<file path="src/rtl/ssd1306_pkg.sv">
// Shared types and constants for the SSD1306 SPI byte serializer.
package ssd1306_pkg;

    typedef enum logic [1:0] {
        IDLE  = 2'd0,
        SHIFT = 2'd1,
        HOLD  = 2'd2,
        GAP   = 2'd3
    } spi_tx_state_t;

    localparam int SPI_CLK_DIV_DEFAULT = 4;
    localparam int SPI_BYTE_BITS       = 8;

endpackage

</file>
<file path="src/rtl/ssd1306_spi_clk_div.sv">
// SCLK phase generator: counts CLK_DIV cycles per phase while running,
// emits a one-cycle tick on the last cycle of each phase and toggles the
// phase level at that tick. Clear forces the low phase with a fresh count.
module ssd1306_spi_clk_div #(
    parameter int CLK_DIV = 4
) (
    input  logic clk_in,
    input  logic rstn_in,
    input  logic run_i,
    input  logic clear_i,
    output logic phase_end_o,
    output logic sclk_phase_o
);

    localparam logic [7:0] DIV_M1 = 8'(CLK_DIV - 1);

    logic [7:0] cnt_q;
    logic       phase_q;

    assign phase_end_o  = run_i && (cnt_q == DIV_M1);
    assign sclk_phase_o = phase_q;

    // Phase counter; clear wins over run so every state change restarts low.
    always_ff @(posedge clk_in or negedge rstn_in) begin
        if (!rstn_in) begin
            cnt_q   <= 8'd0;
            phase_q <= 1'b0;
        end else if (clear_i) begin
            cnt_q   <= 8'd0;
            phase_q <= 1'b0;
        end else if (run_i) begin
            if (cnt_q == DIV_M1) begin
                cnt_q   <= 8'd0;
                phase_q <= ~phase_q;
            end else begin
                cnt_q <= cnt_q + 8'd1;
            end
        end
    end

endmodule

</file>
<file path="src/rtl/ssd1306_spi_tx.sv">
// SSD1306 SPI byte serializer, mode 0, MSB first, with CSn framing.
// Optional one-entry holding register enabled by SSD1306_SPI_TX_BUFFER_EN,
// which lets the next byte start immediately after a non-last byte.
module ssd1306_spi_tx
    import ssd1306_pkg::*;
#(
    parameter int CLK_DIV = SPI_CLK_DIV_DEFAULT
) (
    input  logic       clk_in,
    input  logic       rstn_in,
    input  logic       command_start_in,
    input  logic [7:0] command_in,
    input  logic       command_last_byte_in,
    output logic       command_ready_out,
    output logic       oled_csn,
    output logic       oled_sclk,
    output logic       oled_sdin
);

    spi_tx_state_t state_q, state_d;
    logic [2:0]    bit_q, bit_d;
    logic [SPI_BYTE_BITS-1:0] shreg_q, shreg_d;
    logic          last_q, last_d;
    logic          csn_q, csn_d;
    logic          sdin_q, sdin_d;

    logic          accept;
    logic          load;
    logic          src_vld;
    logic [SPI_BYTE_BITS-1:0] src_byte;
    logic          src_last;
    logic          phase_end;
    logic          sclk_phase;

    assign accept = command_start_in && command_ready_out;

`ifdef SSD1306_SPI_TX_BUFFER_EN
    logic                     buf_vld_q;
    logic [SPI_BYTE_BITS-1:0] buf_byte_q;
    logic                     buf_last_q;
    logic                     acc_q;

    // The cycle after any accept reads not-ready so a held start is taken once.
    assign command_ready_out = !buf_vld_q && !acc_q;
    // A fresh accept bypasses the buffer when the shifter can take it now.
    assign src_vld  = buf_vld_q || accept;
    assign src_byte = buf_vld_q ? buf_byte_q : command_in;
    assign src_last = buf_vld_q ? buf_last_q : command_last_byte_in;

    // Holding register: filled by an accept the shifter cannot take, drained on load.
    always_ff @(posedge clk_in or negedge rstn_in) begin
        if (!rstn_in) begin
            buf_vld_q  <= 1'b0;
            buf_byte_q <= '0;
            buf_last_q <= 1'b0;
            acc_q      <= 1'b0;
        end else begin
            acc_q <= accept;
            if (accept && !load) begin
                buf_vld_q  <= 1'b1;
                buf_byte_q <= command_in;
                buf_last_q <= command_last_byte_in;
            end else if (load) begin
                buf_vld_q <= 1'b0;
            end
        end
    end
`else
    // Unbuffered: ready is simply "shifter idle"; leaving IDLE drops it.
    assign command_ready_out = (state_q == IDLE);
    assign src_vld  = accept;
    assign src_byte = command_in;
    assign src_last = command_last_byte_in;
`endif

    ssd1306_spi_clk_div #(
        .CLK_DIV (CLK_DIV)
    ) u_clk_div (
        .clk_in       (clk_in),
        .rstn_in      (rstn_in),
        .run_i        (state_q != IDLE),
        .clear_i      (load || (state_d != state_q)),
        .phase_end_o  (phase_end),
        .sclk_phase_o (sclk_phase)
    );

    // SCLK is high only during SHIFT high phases since every state change clears the phase.
    assign oled_sclk = sclk_phase;
    assign oled_csn  = csn_q;
    assign oled_sdin = sdin_q;

    // Next-state: bit sequencing, CSn framing and shifter load decisions.
    always_comb begin
        state_d = state_q;
        bit_d   = bit_q;
        shreg_d = shreg_q;
        last_d  = last_q;
        csn_d   = csn_q;
        sdin_d  = sdin_q;
        load    = 1'b0;
        case (state_q)
            IDLE: begin
                if (src_vld) load = 1'b1;
            end
            SHIFT: begin
                if (phase_end && sclk_phase) begin
                    if (bit_q == 3'd0) begin
                        if (last_q)       state_d = HOLD;
                        else if (src_vld) load    = 1'b1;
                        else              state_d = IDLE;
                    end else begin
                        // Data moves only at the start of a low phase.
                        bit_d  = bit_q - 3'd1;
                        sdin_d = shreg_q[bit_q - 3'd1];
                    end
                end
            end
            HOLD: begin
                if (phase_end) begin
                    state_d = GAP;
                    csn_d   = 1'b1;
                end
            end
            GAP: begin
                if (phase_end) begin
                    if (src_vld) load    = 1'b1;
                    else         state_d = IDLE;
                end
            end
            default: state_d = IDLE;
        endcase
        if (load) begin
            state_d = SHIFT;
            shreg_d = src_byte;
            last_d  = src_last;
            bit_d   = 3'd7;
            csn_d   = 1'b0;
            sdin_d  = src_byte[SPI_BYTE_BITS-1];
        end
    end

    // State and datapath registers; reset drops any in-flight byte.
    always_ff @(posedge clk_in or negedge rstn_in) begin
        if (!rstn_in) begin
            state_q <= IDLE;
            bit_q   <= 3'd0;
            shreg_q <= '0;
            last_q  <= 1'b0;
            csn_q   <= 1'b1;
            sdin_q  <= 1'b0;
        end else begin
            state_q <= state_d;
            bit_q   <= bit_d;
            shreg_q <= shreg_d;
            last_q  <= last_d;
            csn_q   <= csn_d;
            sdin_q  <= sdin_d;
        end
    end

endmodule

</file>
<file path="config.mk">
export PLATFORM = sky130hd
export DESIGN_NAME = ssd1306_spi_tx
export DESIGN_NICKNAME = d
export VERILOG_FILES = /design/src/rtl/ssd1306_pkg.sv /design/src/rtl/ssd1306_spi_clk_div.sv /design/src/rtl/ssd1306_spi_tx.sv
export SDC_FILE = /design/constraint.sdc
export NUM_CORES = 1
export LEC_CHECK = 0
export CORE_AREA = 3 3 65 61
export DETAILED_ROUTE_END_ITERATION = 7
export DIE_AREA = 0 0 68 64
export RECOVER_POWER = 50
export SLEW_MARGIN = 20
export SYNTH_ARGS = -nofsm -noshare
export SYNTH_HDL_FRONTEND = slang
export SYNTH_SLANG_ARGS = --single-unit
</file>
<file path="constraint.sdc">
create_clock -name clk_in -period 6.1 [get_ports clk_in]
set_clock_uncertainty 0.1 [all_clocks]
set_input_delay 1.22 -clock clk_in [delete_from_list [all_inputs] [get_ports clk_in]]
set_output_delay 1.22 -clock clk_in [all_outputs]
set_load 0.005 [all_outputs]
</file>
# Yosys cells after proc, flatten, opt, wreduce, memory -nomap -nowiden

Index checks and enable logic that the tools add are counted.

Register bits after elaboration: 25
Bits of input ports: 12
Output and inout bits: 4
Logic and storage cells: 67

$add $sub $neg: 2
$lt $le $gt $ge: 1
Eq/ne operators: 6
Muxes and demuxes: 33
Bitwise gates (word level): 1
Reductions and logical operators: 16

Operators with widths:

| cell                                                                 | count |
|---|---|
| 8-bit two-way mux                                                    | 3 |
| 1-bit two-way mux                                                    | 16 |
| 2-bit two-way mux                                                    | 7 |
| 2-bit nonzero test                                                   | 7 |
| 3-bit two-way mux                                                    | 4 |
| 8-bit by 1-bit adder with 8-bit output, second input constant        | 1 |
| 8-bit by 2-bit == test with 1-bit output, second input constant      | 1 |
| 2-bit case mux with 3 select lines                                   | 1 |
| 2-bit == test, second input constant                                 | 2 |
| 3-bit by 4-bit < comparator with 1-bit output, second input constant | 1 |
| 2-bit AND reduction                                                  | 2 |
| 1-bit binary-select mux with 3-bit select                            | 1 |
| 1-bit logical AND                                                    | 3 |
| 3-bit logical NOT                                                    | 1 |
| 1-bit case mux with 3 select lines                                   | 1 |
| 3-bit AND reduction                                                  | 1 |
| 3-bit by 1-bit subtractor with 3-bit output, second input constant   | 1 |
| 2-bit by 1-bit == test with 1-bit output, second input constant      | 1 |
| 2-bit logical NOT                                                    | 1 |
| 2-bit inequality test                                                | 1 |
| 2-bit inequality test, second input constant                         | 1 |
| 1-bit logical OR                                                     | 1 |
| 1-bit NOT                                                            | 1 |

# Longest topological paths before layout

Gate-level depths: netlist of the first run.

Depth after elaboration: 12
Gate-level depth with buffers: 7

# Cells and area by module

A second synthesis of the first run with hierarchy kept.

Cells, all modules: 123
Area, all modules: 1303.8 µm²

By module, submodules not included:

| module              | times used | cells an instance | area an instance (µm²) | seq. area each (µm²) |
|---|---|---|---|---|
| ssd1306_spi_tx      | 1          | 73                | 812.0                  | 401.6 |
| ssd1306_spi_clk_div | 1          | 50                | 491.7                  | 225.2 |

# Worst setup path before layout of the first run

No wires, ideal clock.

Path kind: input -> register
Start: input command_start_in
End: register shreg_q[3]
Setup time: 0.125 ns
Arrival time: 2.410 ns
Slack: 3.465 ns
Stages on the path: 4
Buffers on the path: 2
Cells stage by stage: clkdlybuf4s50_2 > nand2_1 > clkbuf_8 > mux2_2

Longest elaborated chain between the ends: 6
Elaborated cells between the ends (all ways): 7
Those cells by class: mux: 6; reduce/logical: 1

RTL lines:

| item                                   | line                                                                | source |
|---|---|---|
| from (decl)                            | ssd1306_spi_tx.sv:11                                                | `input logic command_start_in,` |
| 1-bit logical AND (*)                  | ssd1306_spi_tx.sv:35                                                | `assign accept = command_start_in && command_ready_out;` |
| 1-bit two-way mux (*)                  | ssd1306_spi_tx.sv:103, ssd1306_spi_tx.sv:109, ssd1306_spi_tx.sv:126 |  |
| 1-bit two-way mux                      | ssd1306_spi_tx.sv:108                                               | `if (last_q) state_d = HOLD;` |
| 1-bit two-way mux                      | ssd1306_spi_tx.sv:107                                               | `if (bit_q == 3'd0) begin` |
| 1-bit two-way mux                      | ssd1306_spi_tx.sv:106                                               | `if (phase_end && sclk_phase) begin` |
| 1-bit case mux with 3 select lines (*) | ssd1306_spi_tx.sv:101                                               | `case (state_q)` |
| to (signal assigned)                   | ssd1306_spi_tx.sv:154                                               | `shreg_q <= shreg_d;` |
| to (decl)                              | ssd1306_spi_tx.sv:22                                                | `logic [SPI_BYTE_BITS-1:0] shreg_q, shreg_d;` |

Every way passes the cells marked *; elsewhere a longest branch is shown, timed or not.
A chain may end at the register's enable or synchronous reset.

# Final worst setup path of the first run

Start: register state_q[1]
End: output command_ready_out

Longest elaborated chain between the ends: 1

RTL lines:

| item                   | line                  | source |
|---|---|---|
| from (decl)            | ssd1306_spi_tx.sv:20  | `spi_tx_state_t state_q, state_d;` |
| from (signal assigned) | ssd1306_spi_tx.sv:152 | `state_q <= state_d;` |
| 2-bit logical NOT      | ssd1306_spi_tx.sv:70  | `assign command_ready_out = (state_q == IDLE);` |
| to (decl)              | ssd1306_spi_tx.sv:14  | `output logic command_ready_out,` |

Every way passes these cells.

==> results of run 1 <==
## cells by family after synthesis
| logic type | share of synthesized area [%] |
|---|---|
| and+or+nand+nor | 19.2 |
| DFF | 47.0 |
| adders and majority gates | 2.82 |
| buffers and inverters | 5.16 |
| AOI/OAI and AO/OA | 9.67 |
| xor gates and xnor gates | 1.97 |
| muxes | 14.2 |
## per-stage QoR
stage          power, mW  std cells
2_1_floorplan      0.170        125
5_1_grt            0.286        183
3_5_place_dp       0.180        179
4_1_cts            0.279        183
3_3_place_gp       0.180        179
6_report           0.274        183
## cell type report
type                            instances  area [µm²]
Clock inverter                          1        5.00
Tap cell                               44        55.1
Sequential cell                        25         627
Timing Repair Buffer                   15         144
Fill cell                             322        1830
Clock buffer                            3        41.3
Multi-Input combinational cell         89         629
Inverter                                6        22.5
## power groups by stage
stage,Combinational [mW],Sequential [mW],Clock [mW]
5_1_grt,0.0117,0.166,0.109
3_5_place_dp,0.0111,0.169,0
4_1_cts,0.0112,0.166,0.102
3_3_place_gp,0.0112,0.169,0
6_report,0.0103,0.166,0.0980
2_1_floorplan,0.00139,0.169,0
## layer usage
metal	up-vias	GRT usage, %
met3	2	2.28
met2	23	20.2
met4	0	6.70
met1	469	18.0
met5	-	0
li1	483	-
## state kept, by name, indices dropped and copies added, names as in the netlist
signal and count:
oled_sdin 1, state_q 2, shreg_q 8, last_q 1
u_clk_div.sclk_phase_o 1, bit_q 3, u_clk_div.cnt_q 8, oled_csn 1
## worst max-delay path, cell delays in order (launching register included)
cell,delay (ns)
dfrtp_1,0.50
or2_2,0.39
clkinv_1,0.20
clkdlybuf4s50_1,0.54
## worst max-delay path by stage
stage	to	slack [ns]
floorplan	shreg_q[3]$_DFFE_PN0P_	3.47
finish	command_ready_out	2.89
global route	command_ready_out	2.79
detailed placement	command_ready_out	3.19
global placement	command_ready_out	3.20
CTS	command_ready_out	2.89
## cell usage in the layout (no fill, tap or decap), types with 2 or more instances in the layout
cell type	n
or3_2	2
a21oi_1	6
clkbuf_8	3
nand4_1	3
mux2_2	8
ha_1	3
mux2i_1	5
nor2_1	5
nand2_1	10
or4_1	2
nand3_1	7
xor2_1	2
nor3_1	4
dfrtp_1	24
inv_1	5
and3_1	3
clkdlybuf4s50_1	14
o21ai_0	10
or3_1	2
a31oi_1	3
==> flow_summary.json, run 1 <==
{
  "grt_max_degree": 26,
  "power.internal_uw": 217,
  "detail_route.vias_per_cell": 5.34,
  "place_ws_ns": 3.19,
  "io_pins": 16,
  "port_buffers": 15,
  "synth_edf_count": 0,
  "cts_buffers": 3,
  "synth_commonest_cells": "24 x dfrtp_1, 10 x nand2_1, 10 x o21ai_0, 8 x mux2_2, 7 x nand3_1",
  "layout_setup_ws_ns": 2.89,
  "power_frac_clock_pct": 35.8,
  "final_antenna_net_count": 0,
  "final_max_slew_viol_count": 0,
  "fmax_ghz": 0.312,
  "avgRoutedWirePerCell_um": 14.2,
  "seq_power_share_pct": 60.5,
  "antenna_cells": 0,
  "grt_pass1_vias": 936,
  "rsz0062_at_grt": "no",
  "avgSynthCellArea_um2": 10.7,
  "p_sw_share_pct": 20.7,
  "maxSlewHeadroom_pct": 13.3,
  "drt_pass1_iterations": 4,
  "yosys-top-cells-area": "dfrtp_1 45%, mux2_2 6.8%, mux2i_1 3.8%, o21ai_0 3.8%, ha_1 2.8%",
  "maxCapViolCount": 0,
  "cts_buffer_depth": 2,
  "synth.top_cell.area_share_pct": 45.1,
  "drc": 0,
  "hold_viol_final": 0,
  "ys_types": 37,
  "yosys.cell_count.top_type": "dfrtp_1",
  "h-tree-depth": 1,
  "cts_tree": "done",
  "synthesis.instances": 125,
  "finalWirelength_um": 2600,
  "syn_area_um2": 1330,
  "start_util_pct": 39.7,
  "wl_met3_um": 121,
  "peakVddDrop_uv": 65.1,
  "post_cts_buffers": 0,
  "core-area_um2": 3350,
  "clock_latency_ns": 0.27,
  "highest_layer": "met4",
  "r2r_cells": 4,
  "critPathArrivalTime_ns": 1.89,
  "grt_overflow": 0,
  "clock_sinks": 25,
  "met2_length_um": 1240,
  "hold_slack_ns": 0.407,
  "synth_top_cell_by_area": "dfrtp_1",
  "hold_class": "register to register",
  "ys_ff_latch": 25,
  "async_flop_share_pct": 100,
  "area_growth_pct": 14.4,
  "synth_seq_area_share_pct": 47.0,
  "clock-root-buffer": "clkbuf_8",
  "finalCoreUtilization_pct": 45.4,
  "final.setup.tns_ns": 0,
  "dieArea_um2": 4350,
  "hp-start": "shreg_q[0]$_DFFE_PN0P_",
  "share_comb_of_total_power_pct": 3.8,
  "first_iter_violations": 99,
  "r2r_end": "oled_sdin$_DFFE_PN0P_",
  "final.min_clock_period_ns": 3.21,
  "hold-path-cell-count": 1,
  "worst_pin_slew_ns": 1.30,
  "die_y_um": 64,
  "synth_nets": 140,
  "power_density_nw_per_um2": 180,
  "status": "completed",
  "period_share_pct": 52.6,
  "critPathLaunchType": "register",
  "grt_first_pass_wirelength_um": 4350,
  "antenna_found_initial": 0,
  "final_cell_area_um2": 1520,
  "nets": 155,
  "clkTransAtPathRegs_ns": 0.08,
  "globalplace.congestion": 0.821,
  "hpwl_um": 1950,
  "cp_max_fo": 11,
  "place_area_um2": 1490,
  "track_usage_pct": 13.3,
  "p_sw_uw": 56.8,
  "vias": 977,
  "holdPathEnd": "shreg_q[0]$_DFFE_PN0P_",
  "yosys_warnings": 0,
  "cts_hold_buf": 0,
  "critical_path_class": "register to primary output",
  "num_rows": 20,
  "die_w_um": 68,
  "finalSetupViolCount": 0,
  "rr_startpoint": "u_clk_div.cnt_q[3]$_DFFE_PN0P_",
  "drive_above_1_share_pct": 14.4,
  "end_kind": "primary output",
  "p_leak_nw": 0.687,
  "yosys_most_used_dff": "dfrtp_1",
  "critPathLaunch": "state_q[1]$_DFF_PN0_",
  "wl_met1_um": 1210,
  "r2r_slack_ns": 3.89,
  "ctsResizeCount": 0,
  "required_ns": 4.78
}
Power figures use the tool's default switching activity.
==> inputs of run 2 (changes only) <==
- clock period: 6.1 -> 3.1 ns (I/O delays scaled with it)
==> flow_summary.json, run 2 (synthesis gave the netlist of run 1 again) <==
{
  "r2r_end": "last_q$_DFFE_PN0P_",
  "grt_max_degree": 26,
  "rsz0062_at_grt": "no",
  "p_leak_nw": 0.696,
  "cts_hold_buf": 0,
  "io_pins": 16,
  "final_cell_area_um2": 1540,
  "grt_overflow": 0,
  "ctsResizeCount": 0,
  "cp_cell_sequence": "or2_2 > clkinv_1 > clkdlybuf4s50_1",
  "maxCapViolCount": 0,
  "worst_pin_slew_ns": 1.32,
  "path_buf_inv": 2,
  "r2r_slack_ns": 0.92,
  "hold_viol_final": 0,
  "cp_max_fo": 11,
  "r2r_cells": 4,
  "top_regs": "shreg_q x8, u_clk_div.cnt_q x8, bit_q x3",
  "drc": 0,
  "antenna_found_initial": 0,
  "critical_path_class": "register to primary output",
  "grt_pass1_vias": 929,
  "hpwl_um": 1890,
  "globalplace.congestion": 0.791,
  "period_share_pct": 84.7,
  "cp_top_family": "buffers and inverters",
  "cts_buffers": 3,
  "hold-path-cell-count": 2,
  "critPathArrivalTime_ns": 1.91,
  "fmax_ghz": 0.381,
  "peakVddDrop_uv": 158,
  "maxSlewHeadroom_pct": 12.2,
  "nets": 156,
  "start_util_pct": 39.7,
  "final_cell_mix": "24 x dfrtp_1, 13 x clkdlybuf4s50_1, 10 x nand2_1, 10 x o21ai_0, 8 x mux2_2",
  "area_growth_pct": 15.7,
  "core-area_um2": 3350,
  "avgRoutedWirePerCell_um": 13.4,
  "clock-root-buffer": "clkbuf_8",
  "port_buffers": 15,
  "critPathMaxStageDelay_ns": 0.54,
  "slowest_stage": "clkdlybuf4s50_1",
  "post_cts_buffers": 0,
  "h-tree-depth": 1,
  "vias": 991,
  "hp-start": "shreg_q[7]$_DFFE_PN0P_",
  "clock_latency_ns": 0.26,
  "final_antenna_net_count": 0,
  "final_common_cell": "dfrtp_1",
  "die_w_um": 68,
  "antenna_cells": 0,
  "dieArea_um2": 4350,
  "rr_startpoint": "state_q[1]$_DFF_PN0_",
  "required_ns": 2.38,
  "power_density_nw_per_um2": 348,
  "critPathLaunchType": "register",
  "clock_sinks": 25,
  "holdPathEnd": "shreg_q[7]$_DFFE_PN0P_",
  "num_rows": 20,
  "drive_above_1_share_pct": 15.7,
  "status": "completed",
  "cts_tree": "done",
  "end_kind": "primary output",
  "detail_route.vias_per_cell": 5.39,
  "final_max_slew_viol_count": 0,
  "finalWirelength_um": 2470,
  "finalSetupViolCount": 0,
  "first_iter_violations": 64,
  "grt_first_pass_wirelength_um": 4370,
  "die_y_um": 64,
  "final.min_clock_period_ns": 2.63,
  "final.setup.tns_ns": 0,
  "hold_class": "register to register",
  "track_usage_pct": 13.0,
  "cts_buffer_depth": 2,
  "clkTransAtPathRegs_ns": 0.08,
  "place_area_um2": 1500,
  "drt_pass1_iterations": 4
}
-- run 2: changes by cell type in the layout (fill, tap and decap cells not counted), sizes merged --
cell,before,now
clkdlybuf4s50,14,13
dlygate4sd3,0,2
-- run 2: power breakdown --
group / internal [mW] / switching (mW)
combinational: 0.0121 / 0.00926
sequential: 0.326 / 0
clock: 0.0897 / 0.0990
total: 0.428 / 0.108
-- run 2: worst max path at each step --
stage                    startpoint                endpoint  slack [ns]  depth (start not counted)
6_report       state_q[1]$_DFF_PN0_       command_ready_out        0.47                          3
4_1_cts        state_q[1]$_DFF_PN0_       command_ready_out        0.47                          3
2_1_floorplan      command_start_in  shreg_q[3]$_DFFE_PN0P_        1.07                          4
5_1_grt        state_q[1]$_DFF_PN0_       command_ready_out        0.35                          3
3_3_place_gp   state_q[1]$_DFF_PN0_       command_ready_out        0.79                          3
3_5_place_dp   state_q[1]$_DFF_PN0_       command_ready_out        0.77                          3
-- run 2: per-layer routing --
layer / wire (µm) / share of wire [%] / GRT usage, % / vias to the layer above
met4: 28 / 1.1 / 6.45 / 0
met3: 65 / 2.6 / 1.58 / 2
met5: 0 / 0 / 0 / -
li1: - / - / - / 485
met2: 1130 / 46 / 19.3 / 15
met1: 1250 / 50 / 18.5 / 489
-- run 2: cell type report --
class / count / area (µm²)
clock inverter: 1 / 5.00
tap: 44 / 55.1
fill: 335 / 1810
sequential: 25 / 627
multi-input combinational: 89 / 637
inverter: 6 / 22.5
clock buffer: 3 / 41.3
timing repair buffer: 16 / 154
-- run 2: per-stage QoR --
stage	worst slack, ns	hold WS (ns)	instances	utilization (%)	power (mW)
5_1_grt	0.350	0.433	184	46.0	0.561
3_3_place_gp	0.787	0.381	180	44.7	0.355
4_1_cts	0.465	0.406	184	46.1	0.545
6_report	0.474	0.398	184	46.0	0.536
3_5_place_dp	0.775	0.380	180	44.7	0.355
2_1_floorplan	1.07	0.224	125	-	0.335
-- run 2: worst min-delay path, cell delays in order (launching register included) --
cell and delay [ns]:
dfrtp_1 0.36, nand2_1 0.05, nand2_1 0.06
